$ cat config.mk
export PLATFORM = sky130hd
export DESIGN_NAME = fp16_multiply_flat
export DESIGN_NICKNAME = d
export VERILOG_FILES = /design/src/rtl/fp16_pkg.sv /design/src/rtl/fp16_multiply_if.sv /design/src/rtl/fp16_classify.sv /design/src/rtl/fp16_multiply.sv /design/src/flat_wrapper.sv
export SDC_FILE = /design/constraint.sdc
export NUM_CORES = 1
export LEC_CHECK = 0
export ABC_CLOCK_PERIOD_IN_PS = 1700
export CORE_ASPECT_RATIO = 1.5
export CORE_MARGIN = 3
export CORE_UTILIZATION = 66
export CTS_CLUSTER_DIAMETER = 150
export DETAILED_ROUTE_END_ITERATION = 10
export HOLD_SLACK_MARGIN = 0.1
export PLACE_DENSITY = 0.87
export SLEW_MARGIN = 20
export SYNTH_ARGS = -nofsm -noshare
export SYNTH_HDL_FRONTEND = slang
export SYNTH_SLANG_ARGS = --single-unit
$ cat constraint.sdc
create_clock -name clk -period 1.7 [get_ports clk]
set_input_delay 0.17 -clock clk [delete_from_list [all_inputs] [get_ports clk]]
set_output_delay 0.17 -clock clk [all_outputs]
set_load 0.01 [all_outputs]
$ cat src/rtl/fp16_pkg.sv
// Shared binary16 field widths, constants and the packed operand layout.
package fp16_pkg;

    localparam int EXP_W  = 5;
    localparam int FRAC_W = 10;
    localparam int BIAS   = 15;

    localparam logic [15:0] FP16_QNAN    = 16'h7E00;
    localparam logic [15:0] FP16_POS_INF = 16'h7C00;

    typedef struct packed {
        logic              sign;
        logic [EXP_W-1:0]  exp;
        logic [FRAC_W-1:0] frac;
    } fp16_t;

endpackage

$ cat src/rtl/fp16_multiply_if.sv
// Operand/result bundle between the datapath producer and the fp16 multiplier.
interface fp16_multiply_if;
    logic [15:0] in_A;
    logic [15:0] in_B;
    logic        in_En;
    logic [15:0] out_Out;
    logic        out_Ready;

    modport master (output in_A, in_B, in_En, input  out_Out, out_Ready);
    modport slave  (input  in_A, in_B, in_En, output out_Out, out_Ready);
endinterface

$ cat src/rtl/fp16_classify.sv
// Decodes one binary16 operand into zero/inf/nan flags and its 11-bit significand.
// Latency: combinational.
// Backpressure: none, pure decode.
module fp16_classify
    import fp16_pkg::*;
(
    input  fp16_t        op,
    output logic         is_zero,
    output logic         is_inf,
    output logic         is_nan,
    output logic [10:0]  sig
);
    // Subnormals are folded into zero, so the hidden bit is always 1 on the normal path.
    assign is_zero = (op.exp == '0);
    assign is_inf  = (op.exp == '1) && (op.frac == '0);
    assign is_nan  = (op.exp == '1) && (op.frac != '0);
    assign sig     = {1'b1, op.frac};
endmodule

$ cat src/rtl/fp16_multiply.sv
// binary16 multiplier: RNE rounding, flush-to-zero in and out, registered result.
// Latency: 1 clock from in_En to out_Ready/out_Out.
// Backpressure: none; out_Ready is a one-cycle pulse the consumer must take.
module fp16_multiply
    import fp16_pkg::*;
(
    input  logic             clk,
    input  logic             rst,
    fp16_multiply_if.slave   bus
);
    localparam logic signed [6:0] BIAS_S = 7'(BIAS);

    fp16_t       fa, fb;
    logic        a_zero, a_inf, a_nan;
    logic        b_zero, b_inf, b_nan;
    logic [10:0] sig_a, sig_b;

    assign fa = fp16_t'(bus.in_A);
    assign fb = fp16_t'(bus.in_B);

    fp16_classify u_cls_a (.op(fa), .is_zero(a_zero), .is_inf(a_inf), .is_nan(a_nan), .sig(sig_a));
    fp16_classify u_cls_b (.op(fb), .is_zero(b_zero), .is_inf(b_inf), .is_nan(b_nan), .sig(sig_b));

    logic [21:0]        prod;
    logic signed [6:0]  exp_base, exp_norm, exp_fin;
    logic [9:0]         mant;
    logic               guard, rnd, sticky, round_up, sign;
    logic [10:0]        mant_rnd;
    logic [15:0]        result;

    assign exp_base = signed'({2'b00, fa.exp}) + signed'({2'b00, fb.exp}) - BIAS_S;

    always_comb begin
        prod     = 22'(sig_a) * 22'(sig_b);
        exp_norm = exp_base + 7'(prod[21]);
        if (prod[21]) begin
            mant   = prod[20:11];
            guard  = prod[10];
            rnd    = prod[9];
            sticky = |prod[8:0];
        end else begin
            mant   = prod[19:10];
            guard  = prod[9];
            rnd    = prod[8];
            sticky = |prod[7:0];
        end
        round_up = guard & (rnd | sticky | mant[0]);
        mant_rnd = {1'b0, mant} + 11'(round_up);
        // On carry-out the low ten bits are already zero, i.e. 1.0 at the next exponent.
        exp_fin  = exp_norm + 7'(mant_rnd[10]);
        sign     = fa.sign ^ fb.sign;

        if (a_nan || b_nan)
            result = FP16_QNAN;
        else if ((a_inf && b_zero) || (b_inf && a_zero))
            result = FP16_QNAN;
        else if (a_inf || b_inf)
            result = {sign, FP16_POS_INF[14:0]};
        else if (a_zero || b_zero)
            result = {sign, 15'h0000};
        else if (exp_fin >= 7'sd31)
            result = {sign, FP16_POS_INF[14:0]};
        else if (exp_fin <= 7'sd0)
            result = {sign, 15'h0000};
        else
            result = {sign, exp_fin[4:0], mant_rnd[9:0]};
    end

    always_ff @(posedge clk or posedge rst) begin
        if (rst) begin
            bus.out_Out   <= 16'h0000;
            bus.out_Ready <= 1'b0;
        end else begin
            bus.out_Ready <= bus.in_En;
            if (bus.in_En)
                bus.out_Out <= result;
        end
    end
endmodule

$ cat src/flat_wrapper.sv
// flat-port wrapper written by rule: the top's interface ports become plain ports
module fp16_multiply_flat import fp16_pkg::*;
  (clk, rst, bus_in_A, bus_in_B, bus_in_En, bus_out_Out, bus_out_Ready);
  fp16_multiply_if bus_i ();
  input  logic clk;
  input  logic rst;
  input wire logic [$bits(bus_i.in_A)-1:0] bus_in_A;
  input wire logic [$bits(bus_i.in_B)-1:0] bus_in_B;
  input wire logic [$bits(bus_i.in_En)-1:0] bus_in_En;
  output wire logic [$bits(bus_i.out_Out)-1:0] bus_out_Out;
  output wire logic [$bits(bus_i.out_Ready)-1:0] bus_out_Ready;
  assign bus_i.in_A = bus_in_A;
  assign bus_i.in_B = bus_in_B;
  assign bus_i.in_En = bus_in_En;
  assign bus_out_Out = bus_i.out_Out;
  assign bus_out_Ready = bus_i.out_Ready;
  fp16_multiply u_core (.clk(clk), .rst(rst), .bus(bus_i));
endmodule
==> results of run 1 <==
[cell families after synthesis]
kind of cell,Yosys count
simple gates,225
buf+inv,164
fa+ha+maj,151
compound gates,109
xor+xnor,33
flops,17
mux,2
[per-stage QoR]
stage                     instance area [um2]  setup TNS (ps)
after floorplan                          6240          -87720
after global placement                   7750          -97280
after detailed placement                 7750         -105600
==> key figures, run 1 <==
Clocking
  • Clock Tree Buf Depth: 2
  • Hold_buf cts: 0
  • Setup Fix Bufs, Post-CTS: 37
  • CTS buffer count: 3
  • Clock Sinks: 17
  • Post-cts repair resize count: 143
  • Clock Tree Root: clkbuf_16
  • H-tree depth: 1

Yosys
  • Synth async-reset ratio: 100%
  • Top-count cell post-synth: inv_1
  • Syn avg cell area: 8.25 um2
  • Most common library cells after synthesis: inv_1 (131), fa_1 (82), nand2_1 (82)
  • Largest family of logic cells by synthesized area: adder cells
  • Synth Net Count: 887
  • Yosys warning total: 0
  • Share of the synthesized area in the top cell type: 28.4%
  • Count of cell types in the netlist: 67
  • Post-synthesis simple-gate area fraction: 19.4%
  • Post-Syn Instances: 701
  • Yosys reg bits: 17
  • EDFF count, synth: 0
  • Post-synthesis mux area share: 0.346%
  • Top_reg_cell synth: dfrtp_1
  • Synth Area in XOR/XNOR: 5.13%
  • Post-synthesis adder-cell area fraction: 43.3%
  • Yosys top cell by area: fa_1
  • Top post-synthesis cells by area: fa_1 (28%), ha_1 (15%), inv_1 (8.5%)
  • Seq/Total Area, Yosys: 7.36%
  • Synth Area in Compound Gates: 13.6%
  • Area of the mapped netlist: 0.00578 mm2

Run status
  • First error in the log: [ERROR DPL-0033] detailed placement checks failed during check placement.
  • Failed at: 4_1_cts
  • Status: did not finish

Floorplan
  • Rows: 41
  • Die Y: 121 um
  • IO Pins: 52
  • Die W: 82.4 um
  • Starting Density: 68.3%

Placed design
  • Port bufs: 51
  • Final Wtd Congestion: 0.931
  • Dpl cells: 990
  • Hpwl dp: 17,100 um
  • Pre-CTS setup slack: -7210 ps
==> inputs of run 2 (changes only) <==
--- a/config.mk
+++ b/config.mk
@@ -6,13 +6,10 @@
 export NUM_CORES = 1
 export LEC_CHECK = 0
 export ABC_CLOCK_PERIOD_IN_PS = 1700
-export CORE_ASPECT_RATIO = 1.5
 export CORE_MARGIN = 3
-export CORE_UTILIZATION = 66
-export CTS_CLUSTER_DIAMETER = 150
+export CORE_UTILIZATION = 40
 export DETAILED_ROUTE_END_ITERATION = 10
-export HOLD_SLACK_MARGIN = 0.1
-export PLACE_DENSITY = 0.87
+export PLACE_DENSITY_LB_ADDON = 0.15
 export SLEW_MARGIN = 20
 export SYNTH_ARGS = -nofsm -noshare
 export SYNTH_HDL_FRONTEND = slang
==> run 2 against run 1 <==
Against the previous run: the flow now finishes, with violations (setup timing); synthesized area unchanged; synthesized cell count unchanged.
==> key figures, run 2 <==
Global route
  • First-pass GRT wire length: 28,300 um
  • Met1 usage: 26.6%
  • Number of global-route vias before repair: 6,242
  • Global route overflow: 0
  • Largest net degree at the start of global routing: 18
  • GRT Total Usage: 20.9%
  • Met2 usage: 38.8%
  • Initial antenna violation count: 0
  • Top Usage Layer GRT: met2
  • Grt met3 use: 1.10%

Worst setup path
  • Critical R2R Capture: u_core.bus.out_Out[4]
  • WP data required: 1870 ps
  • Critical Path Max Stage Delay: 550 ps
  • R2R depth: 1
  • Most common cell type on the critical path: buf_4
  • Kind of critical path: input port to register
  • Reg2Reg Launch Point: u_core.bus.out_Out[4]
  • Critical Path End Type: register
  • Top delay family on crit path: adder cells
  • Reg2reg setup slack: 960 ps
  • Crit start category: input port
  • Slowest CP cell: or4_4
  • Worst-path fanout max: 5
  • Critical path arrival: 7820 ps
  • Crit path buf inv count: 11

Clocking
  • Worst-path clk slew: 50 ps
  • Clock Tree Root: clkbuf_16 (unchanged)
  • CTS buffer count: 3 (unchanged)
  • Clock Sinks: 17 (unchanged)
  • Hold_buf cts: 0 (unchanged)
  • Clock Tree Buf Depth: 2 (unchanged)
  • H-tree depth: 1 (unchanged)
  • CTS tree: built
  • Clk_lat worst skew: 240 ps

Placed design
  • Port bufs: 51 (unchanged)
  • Pre-CTS setup slack: -6700 ps (was -7210 ps)
  • Hpwl dp: 13,200 um (was 17,100 um)
  • Final Wtd Congestion: 0.890 (was 0.931)

Timing
  • Hold Slack: 314 ps
  • Achievable frequency: 0.131 GHz
  • Clk_skew: 0 ps
  • Fin crit period: 7650 ps
  • Worst Tran Pin Value: 620 ps
  • Slew Limit Fails: 0
  • RSZ-0062 raised after global routing: yes
  • Setup TNS: -87,010 ps
  • Period utilization: 450%
  • Final worst slack: -5950 ps
  • Final setup fails: 16
  • Final Hold Vio Count: 0
  • Slew headroom: 58.6%

Floorplan
  • IO Pins: 52 (unchanged)
  • Starting Density: 41.3% (was 68.3%)
  • Rows: 43 (was 41)
  • Die Y: 126 um (was 121 um)
  • Core area: 0.0140 mm2
  • Die footprint: 0.0159 mm2
  • Die W: 126 um (was 82.4 um)

Route
  • # DRC: 0
  • DR iter-0 viols: 192
  • Routed wire per std cell: 14.7 um
  • Antenna Nets Post-Route: 0
  • Routed WL: 16,800 um
  • Via density: 5.05
  • Pre-antenna DRT Iters: 4
  • DR vias: 5,766

Run status
  • Status: finished with violations (was did not finish)
  • Failing checks: setup timing

Layout
  • Layout cells sized above 1: 41.9%
  • Most common cell after layout, fill and taps aside: buf_4
  • Regs by FF count: u_core.bus.out_Out x16, u_core.bus.out_Ready x1
  • Diodes inserted: 0
  • FF/Latch Area: 425 um2
  • Nets: 1,149
  • Post-layout util: 64.2%
  • Largest Register: u_core.bus.out_Out
  • Most frequent cells in the layout: buf_4 (211), inv_1 (109), fa_1 (75), nand2_1 (61), ha_1 (51)
  • P&R area growth vs syn: 55.4%
  • Max reg flops: 16
  • Multi-input logic area: 0.00541 mm2
  • Fillcell total: 1,186

Yosys
  • Top post-synthesis cells by area: fa_1 (28%), ha_1 (15%), inv_1 (8.5%) (unchanged)
  • EDFF count, synth: 0 (unchanged)
  • Count of cell types in the netlist: 67 (unchanged)
  • Synth Net Count: 887 (unchanged)
  • Synth async-reset ratio: 100% (unchanged)
  • Seq/Total Area, Yosys: 7.36% (unchanged)
  • Most common library cells after synthesis: inv_1 (131), fa_1 (82), nand2_1 (82) (unchanged)
  • Area of the mapped netlist: 0.00578 mm2 (unchanged)
  • Syn avg cell area: 8.25 um2 (unchanged)
  • Yosys reg bits: 17 (unchanged)
  • Top-count cell post-synth: inv_1 (unchanged)
  • Post-Syn Instances: 701 (unchanged)
  • Top_reg_cell synth: dfrtp_1 (unchanged)
  • Yosys top cell by area: fa_1 (unchanged)
  • Share of the synthesized area in the top cell type: 28.4% (unchanged)
  • Yosys warning total: 0 (unchanged)

Worst hold path
  • Worst hold path type: input port to asynchronous set/reset pin

Job
  • Max cap viols: 0
## run 2: routing by layer
layer	part of all wire, %	wire [um]
met1	43	7240
met2	52	8810
met3	2.2	367
met4	2.4	397
met5	0	0
## run 2: logic make-up (layout without fill, tap and decap cells)
group	count (synthesis)	after routing	share of synthesized area, %
flops	17	17	7.36
fa+ha+maj	151	151	43.3
xor+xnor	33	33	5.13
compound gates	109	109	13.6
buf+inv	164	425	10.9
simple gates	225	225	19.4
mux	2	2	0.346
## run 2: layout make-up
type,count,area share [%]
clock buffer,4,0.877
tap,180,2.51
inverter,132,5.68
multi-input combinational,520,60.2
sequential,17,4.73
timing repair buffer,289,26.0
## run 2: how the worst max path moves through the flow
stage	from	to	slack, ps	depth (start not counted)
2_1_floorplan	bus_in_B[3]	u_core.bus.out_Out[4]	-6160	41
3_3_place_gp	bus_in_B[4]	u_core.bus.out_Out[5]	-6620	34
3_5_place_dp	bus_in_B[4]	u_core.bus.out_Out[5]	-6700	35
4_1_cts	bus_in_A[2]	u_core.bus.out_Out[4]	-5880	37
5_1_grt	bus_in_B[3]	u_core.bus.out_Out[7]	-6290	39
6_report	bus_in_B[3]	u_core.bus.out_Out[7]	-5950	37
## run 2: metrics by stage
stage	cell area (um2)	std cells
2_1_floorplan	6240	701
3_3_place_gp	7950	1079
3_5_place_dp	7950	1079
4_1_cts	8690	1126
5_1_grt	8980	1142
6_report	8980	1142
## run 2: what timing repair did
action                     CTS  global route
hold endpoints to repair     0             0
pin swaps                   90            57
setup endpoints to repair   16            16
buffers inserted            43            16
resized for setup          175            63
Power of run 2 is left out: the tool's default activity adds up to more than one toggle a clock period on the data nets, which glitch-free logic cannot reach.
